[src/rtl/serial_add_sequencer_if.sv]
// Operand, adder and result signals of serial_add_sequencer, bundled.
// master = sequencer side, slave = environment (operand source, adder, result sink).
interface serial_add_sequencer_if;
  logic       in_valid;
  logic       in_ready;
  logic [3:0] in_a;
  logic [3:0] in_b;
  logic       add_load;
  logic       add_start;
  logic [3:0] add_a;
  logic [3:0] add_b;
  logic [3:0] add_sum;
  logic       add_done;
  logic       out_valid;
  logic       out_ready;
  logic [3:0] out_sum;
  logic       out_err;

  modport master (
    input  in_valid, in_a, in_b, add_sum, add_done, out_ready,
    output in_ready, add_load, add_start, add_a, add_b, out_valid, out_sum, out_err
  );

  modport slave (
    output in_valid, in_a, in_b, add_sum, add_done, out_ready,
    input  in_ready, add_load, add_start, add_a, add_b, out_valid, out_sum, out_err
  );
endinterface

[src/rtl/serial_add_sequencer.sv]
// Operand FIFO + issue/wait/result sequencer in front of the 4-bit bit-serial adder.
// Optional WAIT timeout is enabled with the SEQ_TIMEOUT_EN macro.
module serial_add_sequencer #(
  parameter int unsigned FIFO_DEPTH = 4,
  parameter int unsigned TIMEOUT    = 15
) (
  input logic                    clk,
  input logic                    rst_n,
  serial_add_sequencer_if.master bus
);

  localparam int unsigned AW = $clog2(FIFO_DEPTH);

  localparam logic [1:0] S_IDLE   = 2'd0;
  localparam logic [1:0] S_ISSUE  = 2'd1;
  localparam logic [1:0] S_WAIT   = 2'd2;
  localparam logic [1:0] S_RESULT = 2'd3;

  if (FIFO_DEPTH < 2 || (FIFO_DEPTH & (FIFO_DEPTH - 1)) != 0) begin : g_bad_depth
    $error("FIFO_DEPTH must be a power of two >= 2");
  end
  if (TIMEOUT < 8) begin : g_bad_timeout
    $error("TIMEOUT must be >= 8");
  end

  logic [1:0]    state;
  logic [3:0]    mem_a [FIFO_DEPTH];
  logic [3:0]    mem_b [FIFO_DEPTH];
  logic [AW-1:0] wr_ptr;
  logic [AW-1:0] rd_ptr;
  logic [AW:0]   count;
  logic          full;
  logic          empty;
  logic          push;
  logic          pop;
  logic [3:0]    op_a;
  logic [3:0]    op_b;
  logic          out_valid_q;
  logic [3:0]    out_sum_q;

  assign full  = (count == (AW+1)'(FIFO_DEPTH));
  assign empty = (count == '0);
  assign push  = bus.in_valid && !full;
  assign pop   = (state == S_IDLE) && !empty;

  assign bus.in_ready  = !full;
  assign bus.add_load  = (state == S_ISSUE);
  assign bus.add_start = (state == S_ISSUE);
  assign bus.add_a     = op_a;
  assign bus.add_b     = op_b;
  assign bus.out_valid = out_valid_q;
  assign bus.out_sum   = out_sum_q;

  // Storage has no reset: count/pointers alone define which entries are live.
  always_ff @(posedge clk) begin
    if (push) begin
      mem_a[wr_ptr] <= bus.in_a;
      mem_b[wr_ptr] <= bus.in_b;
    end
  end

  always_ff @(posedge clk or negedge rst_n) begin
    if (!rst_n) begin
      wr_ptr <= '0;
      rd_ptr <= '0;
      count  <= '0;
    end else begin
      if (push) wr_ptr <= wr_ptr + 1'b1;
      if (pop)  rd_ptr <= rd_ptr + 1'b1;
      case ({push, pop})
        2'b10:   count <= count + 1'b1;
        2'b01:   count <= count - 1'b1;
        default: count <= count;
      endcase
    end
  end

`ifdef SEQ_TIMEOUT_EN
  localparam int unsigned CW = $clog2(TIMEOUT + 1);
  logic [CW-1:0] wait_cnt;
  logic          out_err_q;
  assign bus.out_err = out_err_q;
`else
  assign bus.out_err = 1'b0;
`endif

  always_ff @(posedge clk or negedge rst_n) begin
    if (!rst_n) begin
      state       <= S_IDLE;
      op_a        <= '0;
      op_b        <= '0;
      out_valid_q <= 1'b0;
      out_sum_q   <= '0;
`ifdef SEQ_TIMEOUT_EN
      wait_cnt    <= '0;
      out_err_q   <= 1'b0;
`endif
    end else begin
      case (state)
        S_IDLE: begin
          if (!empty) begin
            op_a  <= mem_a[rd_ptr];
            op_b  <= mem_b[rd_ptr];
            state <= S_ISSUE;
          end
        end
        S_ISSUE: begin
`ifdef SEQ_TIMEOUT_EN
          wait_cnt <= '0;
`endif
          state <= S_WAIT;
        end
        S_WAIT: begin
          if (bus.add_done) begin
            out_sum_q   <= bus.add_sum;
            out_valid_q <= 1'b1;
`ifdef SEQ_TIMEOUT_EN
            out_err_q   <= 1'b0;
`endif
            state       <= S_RESULT;
          end
`ifdef SEQ_TIMEOUT_EN
          // Compare against TIMEOUT-1 so the abort lands on the edge ending the TIMEOUT-th WAIT cycle.
          else if (wait_cnt == CW'(TIMEOUT - 1)) begin
            out_sum_q   <= '0;
            out_valid_q <= 1'b1;
            out_err_q   <= 1'b1;
            state       <= S_RESULT;
          end else begin
            wait_cnt <= wait_cnt + 1'b1;
          end
`endif
        end
        S_RESULT: begin
          if (bus.out_ready) begin
            out_valid_q <= 1'b0;
            state       <= S_IDLE;
          end
        end
        default: state <= S_IDLE;
      endcase
    end
  end

endmodule
[src/flat_wrapper.sv]
// flat-port wrapper written by rule: the top's interface ports become plain ports
module serial_add_sequencer_flat 
#(
  parameter int unsigned FIFO_DEPTH = 4,
  parameter int unsigned TIMEOUT    = 15
)
  (clk, rst_n, bus_in_valid, bus_in_a, bus_in_b, bus_add_sum, bus_add_done, bus_out_ready, bus_in_ready, bus_add_load, bus_add_start, bus_add_a, bus_add_b, bus_out_valid, bus_out_sum, bus_out_err);
  serial_add_sequencer_if bus_i ();
  input logic clk;
  input logic rst_n;
  input wire logic [$bits(bus_i.in_valid)-1:0] bus_in_valid;
  input wire logic [$bits(bus_i.in_a)-1:0] bus_in_a;
  input wire logic [$bits(bus_i.in_b)-1:0] bus_in_b;
  input wire logic [$bits(bus_i.add_sum)-1:0] bus_add_sum;
  input wire logic [$bits(bus_i.add_done)-1:0] bus_add_done;
  input wire logic [$bits(bus_i.out_ready)-1:0] bus_out_ready;
  output wire logic [$bits(bus_i.in_ready)-1:0] bus_in_ready;
  output wire logic [$bits(bus_i.add_load)-1:0] bus_add_load;
  output wire logic [$bits(bus_i.add_start)-1:0] bus_add_start;
  output wire logic [$bits(bus_i.add_a)-1:0] bus_add_a;
  output wire logic [$bits(bus_i.add_b)-1:0] bus_add_b;
  output wire logic [$bits(bus_i.out_valid)-1:0] bus_out_valid;
  output wire logic [$bits(bus_i.out_sum)-1:0] bus_out_sum;
  output wire logic [$bits(bus_i.out_err)-1:0] bus_out_err;
  assign bus_i.in_valid = bus_in_valid;
  assign bus_i.in_a = bus_in_a;
  assign bus_i.in_b = bus_in_b;
  assign bus_i.add_sum = bus_add_sum;
  assign bus_i.add_done = bus_add_done;
  assign bus_i.out_ready = bus_out_ready;
  assign bus_in_ready = bus_i.in_ready;
  assign bus_add_load = bus_i.add_load;
  assign bus_add_start = bus_i.add_start;
  assign bus_add_a = bus_i.add_a;
  assign bus_add_b = bus_i.add_b;
  assign bus_out_valid = bus_i.out_valid;
  assign bus_out_sum = bus_i.out_sum;
  assign bus_out_err = bus_i.out_err;
  serial_add_sequencer #(.FIFO_DEPTH(FIFO_DEPTH), .TIMEOUT(TIMEOUT)) u_core (.clk(clk), .rst_n(rst_n), .bus(bus_i));
endmodule
[config.mk]
export PLATFORM = sky130hd
export DESIGN_NAME = serial_add_sequencer_flat
export DESIGN_NICKNAME = d
export VERILOG_FILES = /design/src/rtl/serial_add_sequencer_if.sv /design/src/rtl/serial_add_sequencer.sv /design/src/flat_wrapper.sv
export SDC_FILE = /design/constraint.sdc
export NUM_CORES = 1
export LEC_CHECK = 0
export BUFFER_PORTS_ARGS = -buffer_cell sky130_fd_sc_hd__buf_2
export CAP_MARGIN = 20
export CORE_MARGIN = 4
export CORE_UTILIZATION = 55
export CTS_CLUSTER_DIAMETER = 50
export DETAILED_ROUTE_END_ITERATION = 10
export GPL_TIMING_DRIVEN = 0
export PLACE_DENSITY = 0.76
export SLEW_MARGIN = 0
export SYNTH_ARGS = -nofsm -noshare
export SYNTH_HDL_FRONTEND = slang
export SYNTH_SLANG_ARGS = --single-unit
[constraint.sdc]
create_clock -name clk -period 3.1 [get_ports clk]
set_clock_uncertainty 0.1 [all_clocks]
set_input_delay 0.31 -clock clk [delete_from_list [all_inputs] [get_ports clk]]
set_output_delay 0.31 -clock clk [all_outputs]
set_load 0.005 [all_outputs]
== Word-level counts from Yosys, hierarchy flattened ==
Memories as Yosys holds them, arrays and structs flattened. A register that Yosys moved wholly into a read port is not among the register bits.
Index checks and enable logic that the tools add are counted.
Storage, ports and cells
  register bits after elaboration: 14
  bits in writable memories: 32
  output and inout bits: 17
  logic and storage cells: 46
  memories kept: 2
Memories
  u_core.mem_a: words 4, bits a word 4, rd ports 1, clocked after memory_dff 1, wr ports 1, RTL line serial_add_sequencer.sv:27  | logic [3:0] mem_a [FIFO_DEPTH];
  u_core.mem_b: words 4, bits a word 4, rd ports 1, clocked after memory_dff 1, wr ports 1, RTL line serial_add_sequencer.sv:28  | logic [3:0] mem_b [FIFO_DEPTH];
Operators by class
  add/subtract/negate cells: 4
  equal/unequal tests: 9
  muxes and demuxes: 10
  bitwise logic cells: 1
  reductions and logical operators: 14
Operator list (number)
  one-hot mux 2 bit (4 select lines): 1
  == test 2 bit (second input constant): 3
  two-way mux 2 bit: 3
  != test 2 bit (second input constant): 3
  one-hot mux 3 bit (2 select lines): 1
  AND reduction 3 bit: 2
  adder 2 x 1 -> 2 bit (second input constant): 2
  == test 2 x 1 -> 1 bit (second input constant): 2
  logical NOT 1 bit: 4
  two-way mux 1 bit: 4
  AND reduction 2 bit: 2
  nonzero test 2 bit: 2
  adder 3 x 1 -> 3 bit (second input constant): 1
  == test 3 bit (second input constant): 1
  logical NOT 3 bit: 1
  subtractor 3 x 1 -> 3 bit (second input constant): 1
  logical AND 1 bit: 2
  logical NOT 2 bit: 1
  one-hot mux 1 bit (2 select lines): 1
  NOT 1 bit: 1

== Logic depth before layout (Yosys ltp) ==
  word-level depth: 5
  depth in mapped cells: 10
  gate-level depth less buffers: 10

== Worst setup path before layout ==
Ideal clock, no wire load.
  path kind: flip-flop to flip-flop
  from: register u_core.count[1]
  to: register u_core.count[2]
  library setup time: 0.079 ns
  arrival time: 2.027 ns
  required time: 2.921 ns
  setup slack: 0.894 ns
  cell stages (with the launch flop): 10
  period minus slack after synthesis: 2.206 ns
  path through: dfrtp_1 > or3b_4 > and2_4 > inv_1 > ha_1 > inv_1 > fa_1 > xor2_1 > nor2_1 > xor2_1
On the way
  longest elaborated chain between the ends: 5
  elaborated cells on any way between the ends: 12
  those cells by class: add/sub: 2; eq/ne: 3; mux: 1; reduce/logical: 6
RTL lines
  from (decl): RTL line serial_add_sequencer.sv:31  | logic [AW:0] count;
  from (signal assigned): RTL line serial_add_sequencer.sv:71  | 2'b10: count <= count + 1'b1;
  from (signal assigned): RTL line serial_add_sequencer.sv:72  | 2'b01: count <= count - 1'b1;
  from (signal assigned): RTL line serial_add_sequencer.sv:73  | default: count <= count;
  == test 3 bit (*): RTL line serial_add_sequencer.sv:41  | assign full = (count == (AW+1)'(FIFO_DEPTH));
  logical NOT 1 bit (*)
  named net bus_in_ready: RTL line flat_wrapper.sv:17  | output wire logic [$bits(bus_i.in_ready)-1:0] bus_in_ready;
  logical AND 1 bit (*): RTL line serial_add_sequencer.sv:43  | assign push = bus.in_valid && !full;
  == test 2 x 1 -> 1 bit / == test 2 bit (equally long branches): RTL line serial_add_sequencer.sv:70  | case ({push, pop})
  one-hot mux 3 bit (2 select lines) / nonzero test 2 bit (equally long branches)
Mark *: on every way through the listed nets, which the timed path passes. The rest lies on a longest branch.
A chain may end at the register's enable or synchronous reset.

== Final worst setup path ==
  from: register u_core.state[0]
  to: register u_core.count[2]
On the way
  longest elaborated chain between the ends: 4
  elaborated cells on any way between the ends: 6
  those cells by class: eq/ne: 2; mux: 1; reduce/logical: 3
RTL lines
  from (decl): RTL line serial_add_sequencer.sv:26  | logic [1:0] state;
  from (signal assigned): RTL line serial_add_sequencer.sv:89  | state <= S_IDLE;
  from (signal assigned): RTL line serial_add_sequencer.sv:104  | state <= S_ISSUE;
  from (signal assigned): RTL line serial_add_sequencer.sv:111  | state <= S_WAIT;
  logical NOT 2 bit (*): RTL line serial_add_sequencer.sv:44  | assign pop = (state == S_IDLE) && !empty;
  logical AND 1 bit (*): RTL line serial_add_sequencer.sv:44
  named net u_core.pop: RTL line serial_add_sequencer.sv:35  | logic pop;
  == test 2 x 1 -> 1 bit / == test 2 bit (equally long branches): RTL line serial_add_sequencer.sv:70
  one-hot mux 3 bit (2 select lines) / nonzero test 2 bit (equally long branches)
Marks and branches as above.

==> results.py <==
metrics = {
    "global_route": {
        "grt_util_all_layers_pct": 15.9,
        "grt_pass1_wl_um": 6180,
        "antenna_found_initial": 0,
        "grt_max_degree": 23,
        "grt_overflow_total": 0,
        "grt_pass1_vias": 1300,
    },
    "timing": {
        "fmax_ghz": 0.421,
        "tightest_slew_ns": 0.543,
        "finalSetupViolCount": 0,
        "maxSlewViolCount": 0,
        "hold_viol": 0,
        "rsz0062_at_grt": "no",
        "period_minus_slack_ns": 2.37,
        "maxSlewHeadroom_pct": 63.8,
        "fin_setup_tns_ns": 0,
        "post-route-period-util_pct": 76.5,
    },
    "routing": {
        "via_count": 1244,
        "drc_errors": 0,
        "antenna_left": 0,
        "vias_per_cell": 5.36,
        "drt_wl_total_um": 3730,
        "dr.pass1.iters": 4,
        "routedWlPerCell_um": 16.1,
        "drt_iter0_drc": 56,
    },
    "synth": {
        "postSynthAreaPerCell_um2": 15.7,
        "muxShareOfSynthArea_pct": 11.2,
        "synth_xor_area_share_pct": 2.34,
        "yosysUniqueCellTypes": 28,
        "synth_area_um2": 2250,
        "synth-simple-area-share_pct": 7.85,
        "synth_seq_cells": 54,
        "synthCells": 143,
        "synth_top_family_by_area": "multiplexers",
        "ys_warn_count": 0,
        "synth_fa_ha_area_share_pct": 5.90,
        "yosysSeqAreaShare_pct": 67.2,
        "syn_nets": 170,
        "synth_compound_area_share_pct": 2.62,
    },
    "clock_network": {
        "path_clk_slew_ns": 0.09,
        "postCtsSetupBuffers": 0,
        "clock_sinks": 54,
        "root_buffer": "clkbuf_8",
        "cts_tree": "yes",
        "htreeDepth": 2,
        "clk_latency_ns": 0.30,
        "cts_buffers": 5,
        "clockBufferDepth": 2,
    },
    "worst_setup_path": {
        "cp_max_fo": 10,
        "end_kind": "flip-flop",
        "cp.arrival_ns": 2.50,
        "required_ns": 3.23,
        "cp-start-kind": "flip-flop",
        "worstSetupPathType": "reg2reg",
    },
    "power": {
        "combinationalPowerShare_pct": 36.3,
        "netSwitchingPower_mw": 0.803,
        "intPower_mw": 1.70,
        "p_leak_nw": 1.12,
        "peakVddDrop_mv": 0.422,
        "p_clk_share_pct": 18.3,
        "pwr-share-seq_pct": 45.4,
        "power_density_nw_per_um2": 967,
        "switching_share_pct": 32.1,
    },
    "final_layout": {
        "mostFrequentLayoutCells": "buf_2, edfxtp_1, nand2_1",
        "area_delta_synth_final_pct": 15.2,
        "stdcell_count": 232,
        "final_common_cell": "buf_2",
        "diodes": 0,
        "layout-drive-gt1-share_pct": 34.8,
        "fin_nets": 210,
        "nFillCells": 271,
    },
    "worst_hold_path": {
        "hold_path_class": "in2reg",
    },
    "place": {
        "dp_cells": 223,
        "port_buffers": 32,
        "dp_hpwl_um": 2740,
        "gp_congestion": 0.800,
    },
    "floorplanning": {
        "die_y_um": 71.9,
        "die_w_um": 71.9,
        "rows": 22,
        "start_util_pct": 59.2,
        "die-area_um2": 5170,
        "io_pins": 34,
        "core_area_um2": 3800,
    },
    "job": {
        "maxCapViolCount": 0,
    },
    "run_status": {
        "outcome": "complete, no violations",
    },
}
-- area by class of cell --
class / count / area (um^2) / area share [%]
Clock inverter: 3 / 42.5 / 1.64
Buffer: 4 / 23.8 / 0.918
Clock buffer: 5 / 68.8 / 2.66
Timing Repair Buffer: 33 / 170 / 6.57
Sequential cell: 54 / 1510 / 58.4
Multi-Input combinational cell: 75 / 676 / 26.1
Tap cell: 48 / 60.1 / 2.32
Inverter: 10 / 37.5 / 1.45
-- cells in the mapped netlist --
library cell	instances	area, um^2
dfrtp_1	22	551
xnor2_1	4	35.0
and3_2	4	30.0
mux2_2	5	56.3
clkbuf_1	1	3.75
fa_1	1	20.0
buf_2	1	5.00
nor2_1	1	3.75
nand2_1	28	105
and2_4	1	8.76
nor2b_1	1	6.26
mux4_2	8	180
buf_4	2	15.0
a22o_1	1	8.76
mux2_4	1	15.0
or3b_4	1	11.3
nor3_1	1	5.00
o31ai_4	1	21.3
ha_1	9	113
nand2b_1	1	6.26
o32a_1	1	10.0
a221oi_1	1	8.76
edfxtp_1	32	961
conb_1	1	3.75
inv_1	9	33.8
xor2_1	2	17.5
o21ai_0	2	10.0
inv_2	1	3.75
-- metrics by stage --
stage	hold slack, ns	utilization, %	total power, mW	setup WS (ns)	area, um^2
6_report	0.122	68.2	2.50	0.727	2590
5_1_grt	0.105	68.2	2.68	0.569	2590
4_1_cts	0.114	68.2	2.54	0.707	2590
3_5_place_dp	0.214	65.0	2.08	0.749	2470
3_3_place_gp	0.199	65.0	2.01	0.800	2470
2_1_floorplan	-0.0856	-	1.78	0.894	2250
-- sequential cells by signal, summed over array words and instances, names as in the netlist --
register and cells:
u_core.mem_a 16, u_core.mem_b 16, u_core.bus.add_a 4, u_core.bus.add_b 4, u_core.bus.out_sum 4, u_core.count 3
u_core.rd_ptr 2, u_core.state 2, u_core.wr_ptr 2, u_core.bus.out_valid 1
-- cells by family (layout without fill, tap and decap cells) --
family,count (synthesis),in the layout
adder cells (fa/ha/maj),10,10
buffers and inverters,14,55
multiplexers,14,14
flip-flops,54,54
XOR/XNOR,6,6
other,1,1
AND/OR/NAND/NOR,38,38
AO/OA/AOI/OAI,6,6
-- final timing paths --
path                            slack [ns]  depth (start not counted)                       startpoint                         endpoint
max in group asynchronous             2.15                          2                            rst_n      u_core.count[1]$_DFFE_PN0P_
worst min register to register        0.39                          2  u_core.bus.add_b[1]$_DFFE_PN0P_  u_core.bus.add_b[1]$_DFFE_PN0P_
worst min-delay path                  0.12                          1                      bus_in_a[0]     u_core.mem_a[2][0]$_DFFE_PP_
min in group asynchronous             0.40                          2                            rst_n  u_core.bus.add_a[3]$_DFFE_PN0P_
worst max-delay path                  0.73                         10      u_core.state[0]$_DFFE_PN0P_      u_core.count[2]$_DFFE_PN0P_
worst max register to register        0.73                         10      u_core.state[0]$_DFFE_PN0P_      u_core.count[2]$_DFFE_PN0P_
-- routing by layer --
metal | GRT usage, % | wire length, um
met1 | 19.6 | 1460
met2 | 26.8 | 1960
met3 | 3.74 | 206
met4 | 6.89 | 102
met5 | 0 | 0
-- critical path, cell delays in order, from the launching register on --
cell and delay [ns]:
dfrtp_1 0.43, inv_1 0.10, ha_1 0.24, o31ai_4 0.17, inv_2 0.20, ha_1 0.22, inv_1 0.07, fa_1 0.37
xor2_1 0.15, nor2_1 0.11, xor2_1 0.15
-- repair_timing --
action                    CTS  global route
hold buffers                1             0
gates resized for setup     0             0
hold endpoints to repair   22             0
-- power groups by stage --
| stage | combinational, mW | clock (mW) | sequential (mW) |
|---|---|---|---|
| final | 0.908 | 0.459 | 1.14 |
| after global routing | 1.02 | 0.502 | 1.16 |
| after CTS | 0.929 | 0.466 | 1.14 |
| after detailed placement | 0.926 | 0 | 1.16 |
| after global placement | 0.881 | 0 | 1.13 |
| after floorplan | 0.650 | 0 | 1.13 |
Power figures use the tool's default switching activity.
